### src/rtl/char_move.sv
// char_move: horizontal movement controller for the player sprite.
// Key levels are sampled once per video frame; border crashes seen during the
// frame (or in the frame-pulse cycle itself) block motion toward that border
// for that frame's decision. A bubble hit freezes the character until reset.
module char_move #(
  parameter int INIT_X = 304,
  parameter int Y_POS  = 400,
  parameter int SPEED  = 4,
  parameter int X_MAX  = 607
) (
  input  logic        clk,
  input  logic        resetN,
  input  logic        startOfFrame,
  input  logic        leftKey,
  input  logic        rightKey,
  input  logic        charCrashLeft,
  input  logic        charCrashRight,
  input  logic        hitByBubble,
  output logic [10:0] topLeftX,
  output logic [10:0] topLeftY,
  output logic [1:0]  charState
);

  typedef enum logic [1:0] {
    IDLE   = 2'b00,
    LEFT   = 2'b01,
    RIGHT  = 2'b10,
    FROZEN = 2'b11
  } state_t;

  localparam logic [11:0] SPD   = 12'(SPEED);
  localparam logic [11:0] XMAX  = 12'(X_MAX);
  localparam logic [10:0] XINIT = 11'(INIT_X);

  state_t      state;
  logic        block_l, block_r;
  logic        eff_l, eff_r;
  logic [11:0] diff_l, sum_r;

  // A crash in the decision cycle itself still blocks that decision.
  assign eff_l  = block_l | charCrashLeft;
  assign eff_r  = block_r | charCrashRight;

  // 12-bit arithmetic: bit 11 of the difference flags underflow below 0.
  assign diff_l = {1'b0, topLeftX} - SPD;
  assign sum_r  = {1'b0, topLeftX} + SPD;

  assign topLeftY  = 11'(Y_POS);
  assign charState = state;

  // Sticky crash flags, per-frame movement decision, and freeze on hit.
  always_ff @(posedge clk or negedge resetN) begin
    if (!resetN) begin
      state    <= IDLE;
      topLeftX <= XINIT;
      block_l  <= 1'b0;
      block_r  <= 1'b0;
    end else begin
      // Flags accumulate between frame pulses and are consumed by the decision;
      // a crash coincident with the pulse is used once and not carried.
      if (startOfFrame) begin
        block_l <= 1'b0;
        block_r <= 1'b0;
      end else begin
        block_l <= block_l | charCrashLeft;
        block_r <= block_r | charCrashRight;
      end

      if (hitByBubble) begin
        // Freeze wins over any coincident move; X holds.
        state <= FROZEN;
      end else if (startOfFrame && state != FROZEN) begin
        if (leftKey && !rightKey && !eff_l) begin
          state    <= LEFT;
          topLeftX <= diff_l[11] ? 11'd0 : diff_l[10:0];
        end else if (rightKey && !leftKey && !eff_r) begin
          state    <= RIGHT;
          topLeftX <= (sum_r > XMAX) ? XMAX[10:0] : sum_r[10:0];
        end else begin
          state <= IDLE;
        end
      end
    end
  end

endmodule

### config.mk
export PLATFORM = sky130hd
export DESIGN_NAME = char_move
export DESIGN_NICKNAME = d
export VERILOG_FILES = /design/src/rtl/char_move.sv
export SDC_FILE = /design/constraint.sdc
export NUM_CORES = 1
export LEC_CHECK = 0
export CAP_MARGIN = 30
export CORE_MARGIN = 5
export CORE_UTILIZATION = 50
export CTS_CLUSTER_SIZE = 8
export DETAILED_ROUTE_END_ITERATION = 6
export PLACE_DENSITY_LB_ADDON = 0.2
export SLEW_MARGIN = 20
export SYNTH_ARGS = -nofsm -noshare
export SYNTH_HDL_FRONTEND = slang
export SYNTH_SLANG_ARGS = --single-unit
### constraint.sdc
create_clock -name clk -period 2.92 [get_ports clk]
set_input_delay 0.584 -clock clk [delete_from_list [all_inputs] [get_ports clk]]
set_output_delay 0.584 -clock clk [all_outputs]
set_load 0.05 [all_outputs]
# == Yosys cells after proc, flatten, opt, wreduce, memory -nomap -nowiden ==
# Index checks and enable logic that the tools add are counted.
# word_totals
inputBits,8
reg_bits,15
output_inout_bits,24
# op_classes
n_lt_le_gt_ge,1
eq_ne,1
addsub,2
n_mux,10
n_reduce_logical,12
bitwise_logic,3
# ops
operator,n
$mux 11,4
$add 11x3->12 const B,1
$gt 12x10->1 const B,1
$sub 11x3->12 const B,1
$mux 2,4
$logic_and 1x1->1,5
$logic_not 1->1,4
$reduce_bool 2->1,2
$reduce_and 3->1,1
$mux 1,2
$ne 2x2->1 const B,1
$or 1x1->1,2
$not 1->1,1

# == Logic depth before layout (Yosys ltp) ==
# Gate-level depths: netlist (run 1).
# logic_depth
word_depth,7
depth_mapped,8
ltp_nobuf,7

# == Worst setup path before layout (run 1) ==
# No wires, ideal clock.
# synth_timing
path_type,reg2reg
startpoint,register topLeftX[2]
endpoint,register topLeftX[10]
synth_period_minus_slack_ps,2358
required_ps,2844
path_stages_with_launch,9
setup_slack_ps,562
t_arrival_ps,2281
cell_sequence,dfrtp_1 -> buf_2 -> inv_1 -> ha_1 -> or3b_4 -> or2_0 -> or3_1 -> or3_1 -> o21ai_1
# synth_via
elab_chain_len,5
elab_cells_between_ends,7
classes_between,2 x add/sub; 1 x order compare; 4 x mux
# synth_lines
element,line_no,rtl
start: declaration,19,"output logic [10:0] topLeftX,"
start signal: assignment,75,topLeftX <= diff_l[11] ? 11'd0 : diff_l[10:0];
start signal: assignment,78,topLeftX <= (sum_r > XMAX) ? XMAX[10:0] : sum_r[10:0];
$add 11x3->12,46,"assign sum_r = {1'b0, topLeftX} + SPD;"
$gt 12x10->1,78,
$mux 11,78,
$mux 11,76,end else if (rightKey && !leftKey && !eff_r) begin
$mux 11 *,73,if (leftKey && !rightKey && !eff_l) begin
# Every way passes the cells marked *; elsewhere a longest branch is shown, timed or not. The select of a mux whose other input is x is not followed.
# A chain may end at the register's enable or synchronous reset.

# == Final worst setup path (run 1) ==
# layout_timing
startpoint,register topLeftX[5]
endpoint,output port topLeftX[5]
# No word-level cell between the ends.

==> flow_metrics.tcl, run 1 <==
set metrics [dict create \
    status "completed" \
    yosysWarnings 0 \
    synth_commonest_cells "13 x buf_4, 12 x nand2_1, 12 x nor2_1" \
    hold_path_end "block_r$_DFF_PN0_" \
    post_cts_buffers 0 \
    async_flop_share_pct 100 \
    grt_max_degree 15 \
    drtAntennaViolNets 0 \
    maxCapViolCount 0 \
    htree_levels 1 \
    synth.area.top_cells "dfrtp_1 21%, buf_4 7.3%, dfstp_2 5.9%" \
    synth_top_flop_cell "dfrtp_1" \
    grt_pass1_vias 1197 \
    crit_path_end_kind "primary output" \
    crit_start "topLeftX[5]$_DFFE_PN1P_" \
    power_density_nw_per_um2 436 \
    max_slew_margin_pct 56.5 \
    tightest_slew_ps 650 \
    reg2reg_depth 6 \
    fin_ws_ps 527 \
    dr.pass1.iters 4 \
    hold_viol_final 0 \
    grt_pass1_wl_um 5590 \
    clock_skew_ps 3.64 \
    synth_top_area_cell "dfrtp_1" \
    rr_endpoint "topLeftX[2]$_DFFE_PN0P_" \
    diodes 0 \
    synthCells 161 \
    cp-start-kind "flop" \
    setup_viol 0 \
    fillers 222 \
    cp_num_buf_inv 1 \
    rows 18 \
    antenna_found_initial 0 \
    syn_to_final_growth_pct 14.8 \
    gr-total-overflow 0 \
    path_max_fanout 10 \
    yosysSeqAreaShare_pct 26.6 \
    routedWlPerCell_um 15.7 \
    avgSynthCellArea_sq_um 8.27 \
    rr_startpoint "topLeftX[2]$_DFFE_PN0P_" \
    ioPinCount 32 \
    multi_input_area_sq_um 826 \
    cts-root-buf "clkbuf_4" \
    port_buffers 20 \
    cts-resized-gates 0 \
    hold_path_depth 2 \
    via_per_inst 6.21 \
    hpwl_um 2430 \
    tritoncts "yes" \
    cts_buffer_depth 2 \
    leakage_nw 0.605 \
    critPathRequiredTime_ps 2340 \
    period_share_pct 82.0 \
    setup_tns_ps 0 \
    ys_ff_latch 14 \
    seq_area_sq_um 354 \
    cp.arrival_ps 1810 \
    num_vias 1279 \
    period_minus_slack_ps 2390 \
    rsz0062_at_grt "false" \
    min_from "block_r$_DFF_PN0_" \
    grt_util_all_layers_pct 19.8 \
    dpl_worst_slack_ps 366 \
    clock_latency_ps 300 \
    hp-class "flop to flop" \
    synth_edf_count 0 \
    cts_buffers 3 \
    fin_hold_ws_ps 503 \
    die_area_sq_um 3790 \
    postCtsHoldBufs 0 \
    remaining_drc_errors 0 \
    synth_most_common_cell "buf_4" \
    final_max_slew_viol_count 0 \
    cp_slowest_stage_delay_ps 850 \
    wl_um 3230 \
    critical_path.cell_chain "clkdlybuf4s50_1" \
    gp_congestion 0.879 \
    worstSetupPathType "flop to primary output" \
    drive_above_1_share_pct 17.0 \
    die_w_um 61.6 \
    die_y_um 61.6 \
    synth_top_area_share_pct 20.7 \
    start_util_pct 52.8 \
    slowest_stage "clkdlybuf4s50_1" \
    cts.sink_count 14 \
    cp_top_family "buffers and inverters" \
    vdd.ir_drop.worst_uv 309 \
    clk_pin_slew_ps 90 \
    reg2reg_setup_slack_ps 540 \
    netlist_area_sq_um 1330 \
    core-area_sq_um 2520 \
    nNetsFinal 187 \
    first_iter_violations 69 \
    clock.fmax_ghz 0.418 \
    ys_types 59 \
]
-- worst max path at each step --
| stage | end | cells past startpoint |
|---|---|---|
| after floorplan | topLeftX[10]$_DFFE_PN0P_ | 8 |
| after global placement | topLeftX[5]$_DFFE_PN1P_ | 6 |
| after global routing | topLeftX[2]$_DFFE_PN0P_ | 6 |
| after CTS | topLeftX[5] | 1 |
| after detailed placement | topLeftX[5]$_DFFE_PN1P_ | 6 |
| final | topLeftX[5] | 1 |
-- where the power goes --
| part | switching [mW] | leakage (nW) | internal (mW) |
|---|---|---|---|
| logic | 0.170 | 0.420 | 0.0895 |
| registers | 0.0453 | 0.164 | 0.213 |
| clock network | 0.0725 | 0.0210 | 0.0762 |
| total | 0.287 | 0.605 | 0.379 |
-- flip-flops by register name, summed over array words and instances, names as in the netlist --
signal and flops:
topLeftX 10, block_r 1, block_l 1, charState 2
-- stage by stage --
| stage | instance area [sq um] | util (%) | total power, mW | cells |
|---|---|---|---|---|
| after detailed placement | 1490 | 59.2 | 0.520 | 202 |
| after global routing | 1530 | 60.6 | 0.703 | 206 |
| final | 1530 | 60.6 | 0.666 | 206 |
| after CTS | 1530 | 60.6 | 0.669 | 206 |
| after floorplan | 1370 | - | 0.463 | 170 |
| after global placement | 1490 | 59.2 | 0.517 | 202 |
-- layout by cell type, fill, tap and decap left out, drive strengths merged, types with 2 or more instances in the layout --
master and n:
a21o 2, o2bb2ai 2, dfrtp 11, a21bo 2
and3 3, nand3 7, o32ai 2, ha 2
a211o 2, o21ai 12, conb 11, clkbuf 4
a31oi 6, nor2 12, nand4 3, nor4 3
dfstp 3, nand2b 2, nand2 13, clkdlybuf4s50 20
inv 8, a21oi 6, and2 2, or3b 2
buf 6, or3 3, or2 2, o2111a 2
nor4b 3, nor3 2
-- area by class of cell --
| type | count | area share, % |
|---|---|---|
| multi-input combinational | 124 | 54.0 |
| tap | 30 | 2.45 |
| clock buffer | 4 | 2.37 |
| inverter | 8 | 1.96 |
| timing repair buffer | 26 | 16.0 |
| sequential | 14 | 23.2 |
-- layer usage --
layer / up-vias / GRT usage (%) / wire length, um
li1: 611 / - / -
met1: 595 / 26.3 / 1370
met2: 65 / 30.8 / 1530
met3: 8 / 2.94 / 232
met4: 0 / 10.6 / 99
met5: - / 0 / 0
-- cell families after synthesis --
logic type	Yosys count	share of synthesized area [%]
simple gates	58	24.9
compound gates	51	30.6
buf+inv	32	13.9
flops	14	26.6
fa+ha+maj	2	1.88
other cells	2	0.564
xor+xnor	1	0.658
mux	1	0.846
Power figures use the tool's default switching activity.
==> run 2, diff against run 1 <==
--- a/config.mk
+++ b/config.mk
@@ -7,7 +7,7 @@
 export LEC_CHECK = 0
 export CAP_MARGIN = 30
 export CORE_MARGIN = 5
-export CORE_UTILIZATION = 50
+export CORE_UTILIZATION = 45
 export CTS_CLUSTER_SIZE = 8
 export DETAILED_ROUTE_END_ITERATION = 6
 export PLACE_DENSITY_LB_ADDON = 0.2
==> constraint.sdc (replaced) <==
create_clock -name clk -period 1.9 [get_ports clk]
set_input_delay 0.38 -clock clk [delete_from_list [all_inputs] [get_ports clk]]
set_output_delay 0.38 -clock clk [all_outputs]
set_load 0.05 [all_outputs]
==> run 2 against run 1 <==
  * The run now ends with negative setup slack left
  * Critical path depth grew 6
  * Design area grew 23%
  * Non-clock buffer count grew 33
  * Worst setup slack lost 640 ps
  * Power grew 74%
  * Via count grew 9.1%
  * Register-to-register slack lost 650 ps
  * Worst hold slack lost 100 ps
  * Critical path type is now flop to flop
==> flow_metrics.tcl, run 2 (synthesis results as in run 1) <==
set metrics [dict create \
    rsz0062_at_grt "true" \
    tritoncts "yes" \
    critical_path.cell_chain "inv_4 -> ha_4 -> or3b_4 -> or2_1 -> or3_1 -> or3_1 -> o21ai_1" \
    drtAntennaViolNets 0 \
    cts_buffer_depth 2 \
    worstSetupPathType "flop to flop" \
    clock_skew_ps 1.79 \
    cp_slowest_stage_delay_ps 450 \
    wl_um 3970 \
    leakage_nw 0.812 \
    crit_path_end_kind "flop" \
    placed_area_sq_um 1760 \
    fin_area_sq_um 1870 \
    crit_end "topLeftX[10]$_DFFE_PN0P_" \
    via_per_inst 5.82 \
    core-area_sq_um 2810 \
    rr_startpoint "topLeftX[2]$_DFFE_PN0P_" \
    worst_path_most_repeated_cell "or3_1" \
    hpwl_um 3090 \
    grt_pass1_wl_um 6440 \
    num_vias 1396 \
    grt_max_degree 15 \
    rr_endpoint "topLeftX[10]$_DFFE_PN0P_" \
    path_depth 7 \
    cp_num_buf_inv 1 \
    status "complete, but fails checks" \
    port_buffers 20 \
    grt_util_all_layers_pct 19.7 \
    layout_common_cells "47 x buf_4, 12 x nor2_1, 12 x nand2_1" \
    final_max_slew_viol_count 0 \
    cts.sink_count 14 \
    postCtsHoldBufs 0 \
    die_area_sq_um 4150 \
    crit_start "topLeftX[2]$_DFFE_PN0P_" \
    htree_levels 1 \
    violations "negative setup slack" \
    vdd.ir_drop.worst_uv 391 \
    fin_ws_ps -115 \
    die_w_um 64.4 \
    die_y_um 64.4 \
    syn_to_final_growth_pct 40.7 \
    clock_latency_ps 290 \
    antenna_found_initial 0 \
    hold_viol_final 0 \
    drive_above_1_share_pct 43.5 \
    cp_top_family "simple AND/OR/NAND/NOR gates" \
    cts_buffers 3 \
    hp-class "input pin to asynchronous set/reset pin" \
    gr-total-overflow 0 \
    setup_viol 8 \
    routedWlPerCell_um 16.6 \
    cts-root-buf "clkbuf_4" \
    gp_congestion 0.863 \
    nNetsFinal 220 \
    clock.fmax_ghz 0.496 \
    fin_hold_ws_ps 398 \
    ioPinCount 32 \
    diodes 0 \
    clk_pin_slew_ps 90 \
    placedCellCount 233 \
    cp.arrival_ps 2240 \
    maxCapViolCount 0 \
    reg2reg_setup_slack_ps -110 \
    rows 19 \
    slowest_stage "dfrtp_2" \
    period_share_pct 106 \
    remaining_drc_errors 0 \
    path_max_fanout 4 \
    largest_reg_flops 10 \
    grt_pass1_vias 1448 \
    final_common_cell "buf_4" \
    start_util_pct 47.5 \
    period_minus_slack_ps 2010 \
    dr.pass1.iters 4 \
    power_density_nw_per_um2 618 \
    cp-start-kind "flop" \
    first_iter_violations 101 \
    critPathRequiredTime_ps 2120 \
    instances_no_fill 240 \
    top_register "topLeftX" \
    reg2reg_depth 7 \
]
run 2: changes by cell type in the layout (fill, tap and decap cells not counted), sizes merged:
| cell | change |
|---|---|
| buf | +46 |
| dlymetal6s2s | +1 |
| clkdlybuf4s50 | -14 |
run 2: what timing repair did:
item | CTS | global route
resized for setup | 5 | 11
buffers inserted | 2 | 1
gates cloned | 0 | 0
setup endpoints to repair | 10 | 10
pin swaps | 2 | 1
run 2: worst min-delay path by stage:
stage                                 start                        to  depth (start not counted)
after floorplan                      resetN         block_l$_DFF_PN0_                          0
after CTS                            resetN  topLeftX[10]$_DFFE_PN0P_                          2
after global routing                 resetN  topLeftX[10]$_DFFE_PN0P_                          2
after global placement    block_r$_DFF_PN0_         block_r$_DFF_PN0_                          2
final                                resetN   topLeftX[0]$_DFFE_PN0P_                          2
after detailed placement  block_r$_DFF_PN0_         block_r$_DFF_PN0_                          2
run 2: routing by layer:
metal  GRT usage [%]  vias to the layer above  part of all wire, %
li1                -                      666                    -
met1            22.0                      663                   41
met2            37.0                       52                   52
met3            3.68                       15                  5.0
met4            7.12                        0                  1.9
met5               0                        -                    0
run 2: cell type report:
cell class | instances | area (sq um)
tap | 31 | 38.8
fill | 240 | 932
clock buffer | 4 | 26.3
sequential | 14 | 358
inverter | 8 | 32.5
timing repair buffer | 59 | 508
multi-input combinational | 124 | 910
run 2: where the power goes:
group	switching (mW)	total (mW)	internal, mW
combinational	0.346	0.600	0.255
clock	0.106	0.187	0.0818
sequential	0.0408	0.370	0.329
run 2: metrics by stage:
stage / worst slack (ps) / utilization [%] / power (mW) / setup TNS [ps]
after CTS: -105 / 65.3 / 1.15 / -434
after detailed placement: -410 / 62.9 / 0.940 / -3760
final: -115 / 66.8 / 1.16 / -344
after floorplan: -292 / - / 0.747 / -1330
after global routing: -178 / 66.8 / 1.22 / -868
after global placement: -354 / 62.9 / 0.925 / -2940
